===== src/rtl/apb_pkg.sv =====
// Shared APB definitions used by the command master and the memory-mapped slave.
package apb_pkg;

    // Transfer phase of an APB requester/completer.
    typedef enum logic [1:0] {
        IDLE   = 2'd0,
        SETUP  = 2'd1,
        ACCESS = 2'd2
    } apb_state_e;

    localparam int unsigned APB_ADDR_W = 32;
    localparam int unsigned APB_DATA_W = 32;

endpackage


===== src/rtl/apb_cmd_master_if.sv =====
// Command/response stream plus APB bus, bundled for the command master.
interface apb_cmd_master_if
    import apb_pkg::*;
#(
    parameter int unsigned ADDR_W = APB_ADDR_W,
    parameter int unsigned DATA_W = APB_DATA_W
) ();

    // Command stream
    logic              cmd_valid;
    logic              cmd_ready;
    logic              cmd_write;
    logic [ADDR_W-1:0] cmd_addr;
    logic [DATA_W-1:0] cmd_wdata;

    // Response
    logic              rsp_valid;
    logic [DATA_W-1:0] rsp_rdata;
    logic              rsp_err;

    // APB
    logic              PSEL;
    logic              PENABLE;
    logic              PWRITE;
    logic [ADDR_W-1:0] PADDR;
    logic [DATA_W-1:0] PWDATA;
    logic [DATA_W-1:0] PRDATA;
    logic              PREADY;

    // Requester view (the command master itself).
    modport master (
        input  cmd_valid, cmd_write, cmd_addr, cmd_wdata, PRDATA, PREADY,
        output cmd_ready, rsp_valid, rsp_rdata, rsp_err,
        output PSEL, PENABLE, PWRITE, PADDR, PWDATA
    );

    // Environment view: command source, response sink and APB completer.
    modport slave (
        output cmd_valid, cmd_write, cmd_addr, cmd_wdata, PRDATA, PREADY,
        input  cmd_ready, rsp_valid, rsp_rdata, rsp_err,
        input  PSEL, PENABLE, PWRITE, PADDR, PWDATA
    );

endinterface


===== src/rtl/apb_wait_timer.sv =====
// Counts ACCESS wait cycles and flags the cycle on which the wait limit is hit.
module apb_wait_timer #(
    parameter int unsigned TIMEOUT = 16
) (
    input  logic PCLK,
    input  logic PRESETn,
    input  logic clear_i,
    input  logic enable_i,
    output logic expired_o
);

    localparam int unsigned CntW = (TIMEOUT == 0) ? 1 : $clog2(TIMEOUT + 1);
    // Expiry fires on the TIMEOUT-th wait cycle, i.e. while the count still reads TIMEOUT-1.
    localparam logic [CntW-1:0] Limit = (TIMEOUT == 0) ? '0 : CntW'(TIMEOUT - 1);

    logic [CntW-1:0] count_q, count_d;

    // Next count: clear wins, otherwise saturating increment while waiting.
    always_comb begin
        count_d = count_q;
        if (clear_i) begin
            count_d = '0;
        end else if (enable_i && (count_q != '1)) begin
            count_d = count_q + 1'b1;
        end
    end

    // Counter register.
    always_ff @(posedge PCLK or negedge PRESETn) begin
        if (!PRESETn) begin
            count_q <= '0;
        end else begin
            count_q <= count_d;
        end
    end

    assign expired_o = (TIMEOUT != 0) && enable_i && (count_q == Limit);

endmodule


===== src/rtl/apb_cmd_master.sv =====
// Turns a valid/ready command stream into APB SETUP/ACCESS transfers with a wait timeout.
module apb_cmd_master
    import apb_pkg::*;
#(
    parameter int unsigned ADDR_W  = APB_ADDR_W,
    parameter int unsigned DATA_W  = APB_DATA_W,
    parameter int unsigned TIMEOUT = 16
) (
    input  logic              PCLK,
    input  logic              PRESETn,
    apb_cmd_master_if.master  bus
);

    apb_state_e state_q, state_d;

    logic              psel_q, psel_d;
    logic              penable_q, penable_d;
    logic              pwrite_q, pwrite_d;
    logic [ADDR_W-1:0] paddr_q, paddr_d;
    logic [DATA_W-1:0] pwdata_q, pwdata_d;
    logic              rsp_valid_q, rsp_valid_d;
    logic [DATA_W-1:0] rsp_rdata_q, rsp_rdata_d;
    logic              rsp_err_q, rsp_err_d;

    logic cmd_ready;
    logic accept;
    logic expired;
    logic timer_clear;
    logic timer_en;

    // Ready in IDLE, or on the completing ACCESS cycle so commands can chain without a gap.
    assign cmd_ready   = (state_q == IDLE) || ((state_q == ACCESS) && bus.PREADY);
    assign accept      = bus.cmd_valid && cmd_ready;
    assign timer_en    = (state_q == ACCESS) && !bus.PREADY;
    assign timer_clear = (state_d == SETUP);

    apb_wait_timer #(
        .TIMEOUT (TIMEOUT)
    ) u_wait_timer (
        .PCLK      (PCLK),
        .PRESETn   (PRESETn),
        .clear_i   (timer_clear),
        .enable_i  (timer_en),
        .expired_o (expired)
    );

    // State register.
    always_ff @(posedge PCLK or negedge PRESETn) begin
        if (!PRESETn) begin
            state_q <= IDLE;
        end else begin
            state_q <= state_d;
        end
    end

    // Next-state logic.
    always_comb begin
        state_d = state_q;
        unique case (state_q)
            IDLE: begin
                if (accept) state_d = SETUP;
            end
            SETUP: begin
                state_d = ACCESS;
            end
            ACCESS: begin
                if (bus.PREADY) begin
                    state_d = accept ? SETUP : IDLE;
                end else if (expired) begin
                    state_d = IDLE;
                end
            end
            default: state_d = IDLE;
        endcase
    end

    // Output next-values: bus phase follows the next state, fields latch on accept.
    always_comb begin
        psel_d      = (state_d != IDLE);
        penable_d   = (state_d == ACCESS);
        pwrite_d    = pwrite_q;
        paddr_d     = paddr_q;
        pwdata_d    = pwdata_q;
        rsp_valid_d = 1'b0;
        rsp_err_d   = 1'b0;
        rsp_rdata_d = rsp_rdata_q;

        if (accept) begin
            pwrite_d = bus.cmd_write;
            paddr_d  = bus.cmd_addr;
            pwdata_d = bus.cmd_wdata;
        end

        if (state_q == ACCESS) begin
            if (bus.PREADY) begin
                rsp_valid_d = 1'b1;
                if (!pwrite_q) rsp_rdata_d = bus.PRDATA;
            end else if (expired) begin
                rsp_valid_d = 1'b1;
                rsp_err_d   = 1'b1;
                rsp_rdata_d = '0;
            end
        end
    end

    // Output registers.
    always_ff @(posedge PCLK or negedge PRESETn) begin
        if (!PRESETn) begin
            psel_q      <= 1'b0;
            penable_q   <= 1'b0;
            pwrite_q    <= 1'b0;
            paddr_q     <= '0;
            pwdata_q    <= '0;
            rsp_valid_q <= 1'b0;
            rsp_rdata_q <= '0;
            rsp_err_q   <= 1'b0;
        end else begin
            psel_q      <= psel_d;
            penable_q   <= penable_d;
            pwrite_q    <= pwrite_d;
            paddr_q     <= paddr_d;
            pwdata_q    <= pwdata_d;
            rsp_valid_q <= rsp_valid_d;
            rsp_rdata_q <= rsp_rdata_d;
            rsp_err_q   <= rsp_err_d;
        end
    end

    assign bus.cmd_ready = cmd_ready;
    assign bus.PSEL      = psel_q;
    assign bus.PENABLE   = penable_q;
    assign bus.PWRITE    = pwrite_q;
    assign bus.PADDR     = paddr_q;
    assign bus.PWDATA    = pwdata_q;
    assign bus.rsp_valid = rsp_valid_q;
    assign bus.rsp_rdata = rsp_rdata_q;
    assign bus.rsp_err   = rsp_err_q;

endmodule


===== src/flat_wrapper.sv =====
// flat-port wrapper written by rule: the top's interface ports become plain ports
module apb_cmd_master_flat import apb_pkg::*;
#(
    parameter int unsigned ADDR_W  = APB_ADDR_W,
    parameter int unsigned DATA_W  = APB_DATA_W,
    parameter int unsigned TIMEOUT = 16
)
  (PCLK, PRESETn, bus_cmd_valid, bus_cmd_write, bus_cmd_addr, bus_cmd_wdata, bus_PRDATA, bus_PREADY, bus_cmd_ready, bus_rsp_valid, bus_rsp_rdata, bus_rsp_err, bus_PSEL, bus_PENABLE, bus_PWRITE, bus_PADDR, bus_PWDATA);
  apb_cmd_master_if #(.ADDR_W(ADDR_W), .DATA_W(DATA_W)) bus_i ();
  input  logic PCLK;
  input  logic PRESETn;
  input wire logic [$bits(bus_i.cmd_valid)-1:0] bus_cmd_valid;
  input wire logic [$bits(bus_i.cmd_write)-1:0] bus_cmd_write;
  input wire logic [$bits(bus_i.cmd_addr)-1:0] bus_cmd_addr;
  input wire logic [$bits(bus_i.cmd_wdata)-1:0] bus_cmd_wdata;
  input wire logic [$bits(bus_i.PRDATA)-1:0] bus_PRDATA;
  input wire logic [$bits(bus_i.PREADY)-1:0] bus_PREADY;
  output wire logic [$bits(bus_i.cmd_ready)-1:0] bus_cmd_ready;
  output wire logic [$bits(bus_i.rsp_valid)-1:0] bus_rsp_valid;
  output wire logic [$bits(bus_i.rsp_rdata)-1:0] bus_rsp_rdata;
  output wire logic [$bits(bus_i.rsp_err)-1:0] bus_rsp_err;
  output wire logic [$bits(bus_i.PSEL)-1:0] bus_PSEL;
  output wire logic [$bits(bus_i.PENABLE)-1:0] bus_PENABLE;
  output wire logic [$bits(bus_i.PWRITE)-1:0] bus_PWRITE;
  output wire logic [$bits(bus_i.PADDR)-1:0] bus_PADDR;
  output wire logic [$bits(bus_i.PWDATA)-1:0] bus_PWDATA;
  assign bus_i.cmd_valid = bus_cmd_valid;
  assign bus_i.cmd_write = bus_cmd_write;
  assign bus_i.cmd_addr = bus_cmd_addr;
  assign bus_i.cmd_wdata = bus_cmd_wdata;
  assign bus_i.PRDATA = bus_PRDATA;
  assign bus_i.PREADY = bus_PREADY;
  assign bus_cmd_ready = bus_i.cmd_ready;
  assign bus_rsp_valid = bus_i.rsp_valid;
  assign bus_rsp_rdata = bus_i.rsp_rdata;
  assign bus_rsp_err = bus_i.rsp_err;
  assign bus_PSEL = bus_i.PSEL;
  assign bus_PENABLE = bus_i.PENABLE;
  assign bus_PWRITE = bus_i.PWRITE;
  assign bus_PADDR = bus_i.PADDR;
  assign bus_PWDATA = bus_i.PWDATA;
  apb_cmd_master #(.ADDR_W(ADDR_W), .DATA_W(DATA_W), .TIMEOUT(TIMEOUT)) u_core (.PCLK(PCLK), .PRESETn(PRESETn), .bus(bus_i));
endmodule

===== config.mk =====
export PLATFORM = sky130hd
export DESIGN_NAME = apb_cmd_master_flat
export DESIGN_NICKNAME = d
export VERILOG_FILES = /design/src/rtl/apb_pkg.sv /design/src/rtl/apb_cmd_master_if.sv /design/src/rtl/apb_wait_timer.sv /design/src/rtl/apb_cmd_master.sv /design/src/flat_wrapper.sv
export SDC_FILE = /design/constraint.sdc
export NUM_CORES = 1
export LEC_CHECK = 0
export ABC_AREA = 1
export CAP_MARGIN = 20
export CORE_ASPECT_RATIO = 0.8
export CORE_MARGIN = 1
export CORE_UTILIZATION = 45
export DETAILED_ROUTE_END_ITERATION = 12
export GPL_ROUTABILITY_DRIVEN = 0
export PLACE_DENSITY = 0.86
export SLEW_MARGIN = 20
export SYNTH_ARGS = -nofsm -noshare
export SYNTH_HDL_FRONTEND = slang
export SYNTH_SLANG_ARGS = --single-unit
export TNS_END_PERCENT = 30

===== constraint.sdc =====
create_clock -name PCLK -period 3.75 [get_ports PCLK]
set_input_delay 0.75 -clock PCLK [delete_from_list [all_inputs] [get_ports PCLK]]
set_output_delay 0.75 -clock PCLK [all_outputs]
set_load 0.01 [all_outputs]

==> results of run 1 <==
## cell usage in the layout, fill, tap and decap left out, types with 2 or more instances in the layout
cell | Yosys | routed
nor2_1 | 3 | 3
clkbuf_16 | 0 | 9
ha_1 | 3 | 3
o21ai_0 | 2 | 2
clkdlybuf4s50_1 | 0 | 201
inv_1 | 5 | 5
nand2_1 | 272 | 272
o21ai_2 | 32 | 32
inv_6 | 0 | 3
inv_2 | 2 | 2
nand3b_1 | 2 | 2
dfrtp_1 | 108 | 108
buf_4 | 8 | 5
nand3_1 | 10 | 10
## sequential cells by signal, summed over array words and instances (netlist names)
register                     flops
u_core.bus.PWRITE                1
u_core.bus.rsp_rdata            32
u_core.bus.PADDR                32
u_core.bus.PENABLE               1
u_core.bus.PSEL                  1
u_core.bus.PWDATA               32
u_core.u_wait_timer.count_q      5
u_core.bus.rsp_valid             1
u_core.state_q                   2
u_core.bus.rsp_err               1
## synthesized netlist by cell type, drive strengths merged
cell,count
and2,1
ha,3
clkbuf,3
o211ai,1
nand3,12
nor2,4
inv,8
nand4,1
xor2,1
nand3b,2
nand2,272
buf,22
a21oi,1
o21ai,34
dfrtp,108
## worst paths after layout
kind	cells after the start	to	slack, ps
max in group asynchronous	2	u_core.bus.rsp_rdata[30]	2840
min	2	u_core.bus.PADDR[22]	470
max reg2reg	9	u_core.bus.rsp_rdata[15]	1380
min reg2reg	2	u_core.bus.PADDR[15]	480
max	4	bus_cmd_ready	910
min in group PCLK	2	u_core.bus.PADDR[15]	480
## metal layers
layer | routed length (µm) | share of wire, %
met5 | 0 | 0
met4 | 289 | 2.7
met3 | 702 | 6.5
met2 | 5190 | 48
met1 | 4580 | 43
## cell type report
cell class	count	area (µm²)
clock buffers	10	239
inverters	8	32.5
clock inverters	4	33.8
well taps	119	149
flip-flops and latches	108	2700
fillers	727	2890
multi-input cells	332	1500
repair buffers	207	2070
## cells by family (layout without fill, tap and decap cells)
group | Yosys count | count (layout) | synth area share, %
AO/OA/AOI/OAI | 36 | 36 | 6.81
XOR/XNOR | 1 | 1 | 0.197
adder cells (fa/ha/maj) | 3 | 3 | 0.845
buffers and inverters | 33 | 229 | 5.46
flip-flops | 108 | 108 | 60.8
AND/OR/NAND/NOR | 292 | 292 | 25.9
## metrics by stage
| stage | hold slack [ps] | instance area [µm²] | total power [µW] |
|---|---|---|---|
| floorplan | 454 | 4440 | 2280 |
| global placement | 461 | 6450 | 3080 |
| detailed placement | 464 | 6450 | 3140 |
| CTS | 483 | 6720 | 4030 |
| global route | 498 | 6720 | 4210 |
| finish | 468 | 6720 | 3990 |
## power breakdown
group	total [µW]	switching [µW]	internal, µW
sequential	1670	186	1490
clock	887	418	469
combinational	1430	630	802
## critical path, delay by kind of cell
| family | cells | cell delay, ps |
|---|---|---|
| buffers and inverters | 3 | 1190 |
| AO/OA/AOI/OAI | 1 | 140 |
==> impl_results.md, run 1 <==
- Status: finished clean
- Post-route insts no fill: 788
- Largest cells by area after synthesis: dfrtp_1 61%, nand2_1 23%, o21ai_2 6.3%, buf_6 2.8%, buf_4 1.4%
- Post CTS Setup Buffer Count: 0
- Clk_lat worst skew: 340 ps
- Grt total ovfl: 0
- Mean Syn Cell Area: between 9 and 10 µm²
- Fin. max-slew vios: 0
- DRT Pass-1 Iters: 4
- Cell total after placement: roughly 770
- Final Util: roughly 70%
- Cell mode on critical path: clkdlybuf4s50_1
- Mapped Cells: around 470
- Vias in the first global route: 3,707
- CTS tree: done
- First-pass GRT wire length: between 15,000 and 20,000 µm
- RSZ-0062 raised after global routing: false
- Crit path max fanout: 6
- Critical path startpoint: bus_PREADY
- H-tree depth: 3
- Cell Rows: 32
- Die W: 113 µm
- I/O pin count: 203
- Wire length per cell: roughly 14 µm
- CP endpoint kind: output pin
- Worst Hold Class: input pin to asynchronous set/reset pin
- Max stage delay on crit path: 570 ps
- Peak supply drop: about 0.00034 V
- Initial DRC count: between 200 and 300
- Hold Fails Final Rpt: 0
- CP cell instances: clkdlybuf4s50_1, inv_4, a21oi_1, clkdlybuf4s50_1
- Share of the synthesized area in the top cell type: 60.8%
- Final setup viols: 0
- Reg2Reg Launch Point: u_core.u_wait_timer.count_q[0]
- Gr busiest metal: met2
- Hold_buf cts: 0
- Worst EP arrival: 2090 ps
- Synth warn: 0
- Seq/Total Area, Yosys: 60.8%
- WL final: between 10,000 and 15,000 µm
- Met2 usage: around a third
- Final period utilization: between 70% and 80%
- Final Critical Period: approximately 2800 ps
- Crit path required time: around 3000 ps
- Post-Route Skew: just over 7 ps
- Antenna Cells: 0
- Clock transition at the registers of the reported paths: 70 ps
- Post-Syn Area: between 0.004 and 0.005 mm²
- Initial core utilization: a little under half
- CTS resizes: 0
- Die ar.: between 0.01 and 0.015 mm²
- DRC viols: 0
- Port Buf Inserts: roughly 200
- Layout cells sized above 1: approximately 8.7%
- Area of the core: a little under 0.01 mm²
- Via count: about 3.8k
- Min setup slack post-route: 906 ps
- Layout area overhead: 51.3%
- Pwr/cell area: between 500 and 600 mW/mm²
- Worst slew pin tran: around 860 ps
- Tot GR Track Use: about a fifth
- CTS max path bufs: 2
- Startpoint types: input pin
- Largest net degree at the start of global routing: between 100 and 150
- Max-cap violation count: 0
- Synth area leader: dfrtp_1
- Die span in y: about 90 µm
- Synth unique cells: 23
- CTS root buffer: clkbuf_16
- Grt met1 use: 26.7%
- TNS Setup: 0 ps
- CTS buffer count: 9
- Critical path class: input pin to output pin
- Pleak: 0.00322 µW
- Met3 Usage GRT: about 5.6%
- DR vias/cell: between 4 and 5
- Initial antenna violation count: 0
- FF+latch count, synth: 108
- Slew Limit Headroom: 42.9%
- Post-Place Worst Slack: just over 900 ps
- CP max stage cell: clkdlybuf4s50_1
- Nets: 770
- Post-Syn Nets: approximately 580
- F_max: about 0.35 GHz
- # clock sinks: approximately 110
- Dpl hpwl: 7520 µm
- DRT antenna net count: 0
Note: power is estimated with default switching activity, not from simulation.
==> inputs of run 2 (changes only) <==
CORE_UTILIZATION = 38   (was 45)
PLACE_DENSITY = 0.77   (was 0.86)
clock period = 2.3 ns   (was 3.75 ns; I/O delays follow)
==> impl_results.md, run 2 (synthesis results as in run 1) <==
- Largest net degree at the start of global routing: 54 (-50%)
- Initial core utilization: 40.0% (-6.2 points)
- Final Critical Period: 2200 ps
- Register share of total power: 41.3% (-0.6 points)
- Cell Rows: 34 (+6.3%)
- Final Cell Area: 0.00687 mm² (+2.2%)
- Max-cap violation count: 0 (unchanged)
- Commonest non-fill, non-tap cells in the layout: 272 x nand2_1, 201 x clkdlybuf4s50_1, 108 x dfrtp_1
- TNS Setup: 0 ps (unchanged)
- Hold Fails Final Rpt: 0 (unchanged)
- Die W: 123 µm (+8.7%)
- H-tree depth: 3 (unchanged)
- Clk_lat worst skew: 330 ps (about the same)
- Final setup viols: 0 (unchanged)
- Hold slack: 107 ps (-361 ps)
- Wire length per cell: 13.4 µm (-1.6%)
- Nets: 775 (+0.65%)
- Area of the core: 0.0111 mm² (+16%)
- Most common cell after layout, fill and taps aside: nand2_1
- DRT antenna net count: 0 (unchanged)
- CTS max path bufs: 2 (unchanged)
- CTS root buffer: clkbuf_16
- Die span in y: 98.7 µm (+8.6%)
- Worst slew pin tran: 562 ps (-295 ps)
- Tot GR Track Use: 18.9% (-2.2 points)
- Clock transition at the registers of the reported paths: 60 ps (about the same)
- Post-Route Skew: 3.96 ps (-3.31 ps)
- DRT Pass-1 Iters: 5 (+1)
- Critical path class: input pin to output pin
- Pleak: 0.00328 µW (+1.7%)
- Port Buf Inserts: 202 (unchanged)
- Via count: 3,811 (+1.1%)
- Startpoint types: input pin
- Sw Pwr: 2010 µW (+63%)
- Layout cells sized above 1: 9.62% (+0.95 points)
- Antenna Cells: 0 (unchanged)
- CP endpoint kind: output pin
- Crit path max fanout: 2 (-4)
- Post-route insts no fill: 820 (+4.1%)
- Fin. max-slew vios: 0 (unchanged)
- I/O pin count: 203 (unchanged)
- Die ar.: 0.0121 mm² (+18%)
- CTS tree: done
- Clk pwr share: 23.0% (+0.8 points)
- Initial DRC count: 147 (-43%)
- Hold_buf cts: 0 (unchanged)
- Crit path required time: 1840 ps (-1160 ps)
- Worst EP arrival: 1740 ps (-350 ps)
- Sw frac: 30.2% (-0.69 points)
- Vias in the first global route: 3,851 (+3.9%)
- Slew Limit Headroom: 62.5% (+20 points)
- Post-DP Area: 0.00657 mm² (+1.8%)
- First-pass GRT wire length: 18,000 µm (+4.1%)
- Status: finished clean
- Worst R2R Setup Slack: 260 ps (-1120 ps)
- Peak supply drop: 0.000461 V (+36%)
- WL final: 11,000 µm (+2.4%)
- Layout area overhead: 54.7%
- Grt total ovfl: 0 (unchanged)
- Post CTS Setup Buffer Count: 0 (unchanged)
- F_max: between 0.4 and 0.5 GHz
- DR vias/cell: 4.65 (-2.9%)
- Combinational power share: 35.6% (-0.3 points)
- Final period utilization: a little over nine tenths
- CTS buffer count: 9 (unchanged)
- Internal power: 4630 µW (+68%)
- Dpl hpwl: 8140 µm (+8.3%)
- # clock sinks: 108 (unchanged)
- Cell total after placement: 804 (+3.9%)
- DRC viols: 0 (unchanged)
- RSZ-0062 raised after global routing: false
- Worst Hold Class: input pin to asynchronous set/reset pin
- Pwr/cell area: 965 mW/mm² (+63%)
- CTS resizes: 0 (unchanged)
- Initial antenna violation count: 0 (unchanged)
run 2: cell types whose count changed in the layout (fill, tap and decap cells not counted):
cell | before | now
clkinv_4 | 0 | 1
clkinvlp_4 | 1 | 2
bufinv_16 | 0 | 1
clkinv_2 | 0 | 2
inv_6 | 3 | 0
buf_12 | 1 | 5
buf_4 | 5 | 6
run 2: area by class of cell:
type / instances / area [µm²]
multi-input cells: 332 / 1500
clock inverters: 6 / 63.8
repair buffers: 212 / 2160
clock buffers: 10 / 239
inverters: 8 / 32.5
well taps: 144 / 180
flip-flops and latches: 108 / 2700
fillers: 907 / 4230
run 2: metrics by stage:
step | setup slack, ps | utilization (%) | total power (µW)
2_1_floorplan | 738 | - | 3720
3_3_place_gp | 118 | 59.2 | 5080
3_5_place_dp | 59.7 | 59.2 | 5160
4_1_cts | 108 | 61.9 | 6730
5_1_grt | 84.7 | 61.9 | 7040
6_report | 105 | 61.9 | 6630
run 2: metal layers:
layer / routed length (µm) / part of all wire [%] / up-vias / GRT usage [%]
met3: 784 / 7.1 / 14 / 5.84
li1: - / - / 1853 / -
met1: 4570 / 41 / 1803 / 23.0
met4: 158 / 1.4 / 0 / 5.72
met2: 5500 / 50 / 141 / 32.1
met5: 0 / 0 / - / 0
run 2: critical path, cell delays in order:
cell and delay (ps):
clkdlybuf4s50_1 570, inv_4 40, a21oi_1 120, clkdlybuf4s50_1 540
run 2: path summary, 6_finish.rpt:
kind	startpoint	to	cells past startpoint
worst min-delay path	PRESETn	u_core.bus.PADDR[22]	1
min in group PCLK	u_core.bus.PWDATA[13]	u_core.bus.PWDATA[13]	2
max in group asynchronous	PRESETn	u_core.bus.rsp_rdata[28]	2
worst max-delay path	bus_PREADY	bus_cmd_ready	4
worst min register to register	u_core.bus.PWDATA[13]	u_core.bus.PWDATA[13]	2
worst max register to register	u_core.u_wait_timer.count_q[0]	u_core.bus.rsp_rdata[12]	10
run 2: power by group through the flow:
stage | Combinational [µW] | Clock (µW) | Sequential, µW
3_3_place_gp | 2330 | 0 | 2750
2_1_floorplan | 742 | 0 | 2980
6_report | 2360 | 1530 | 2740
5_1_grt | 2570 | 1660 | 2810
3_5_place_dp | 2390 | 0 | 2770
4_1_cts | 2400 | 1580 | 2750
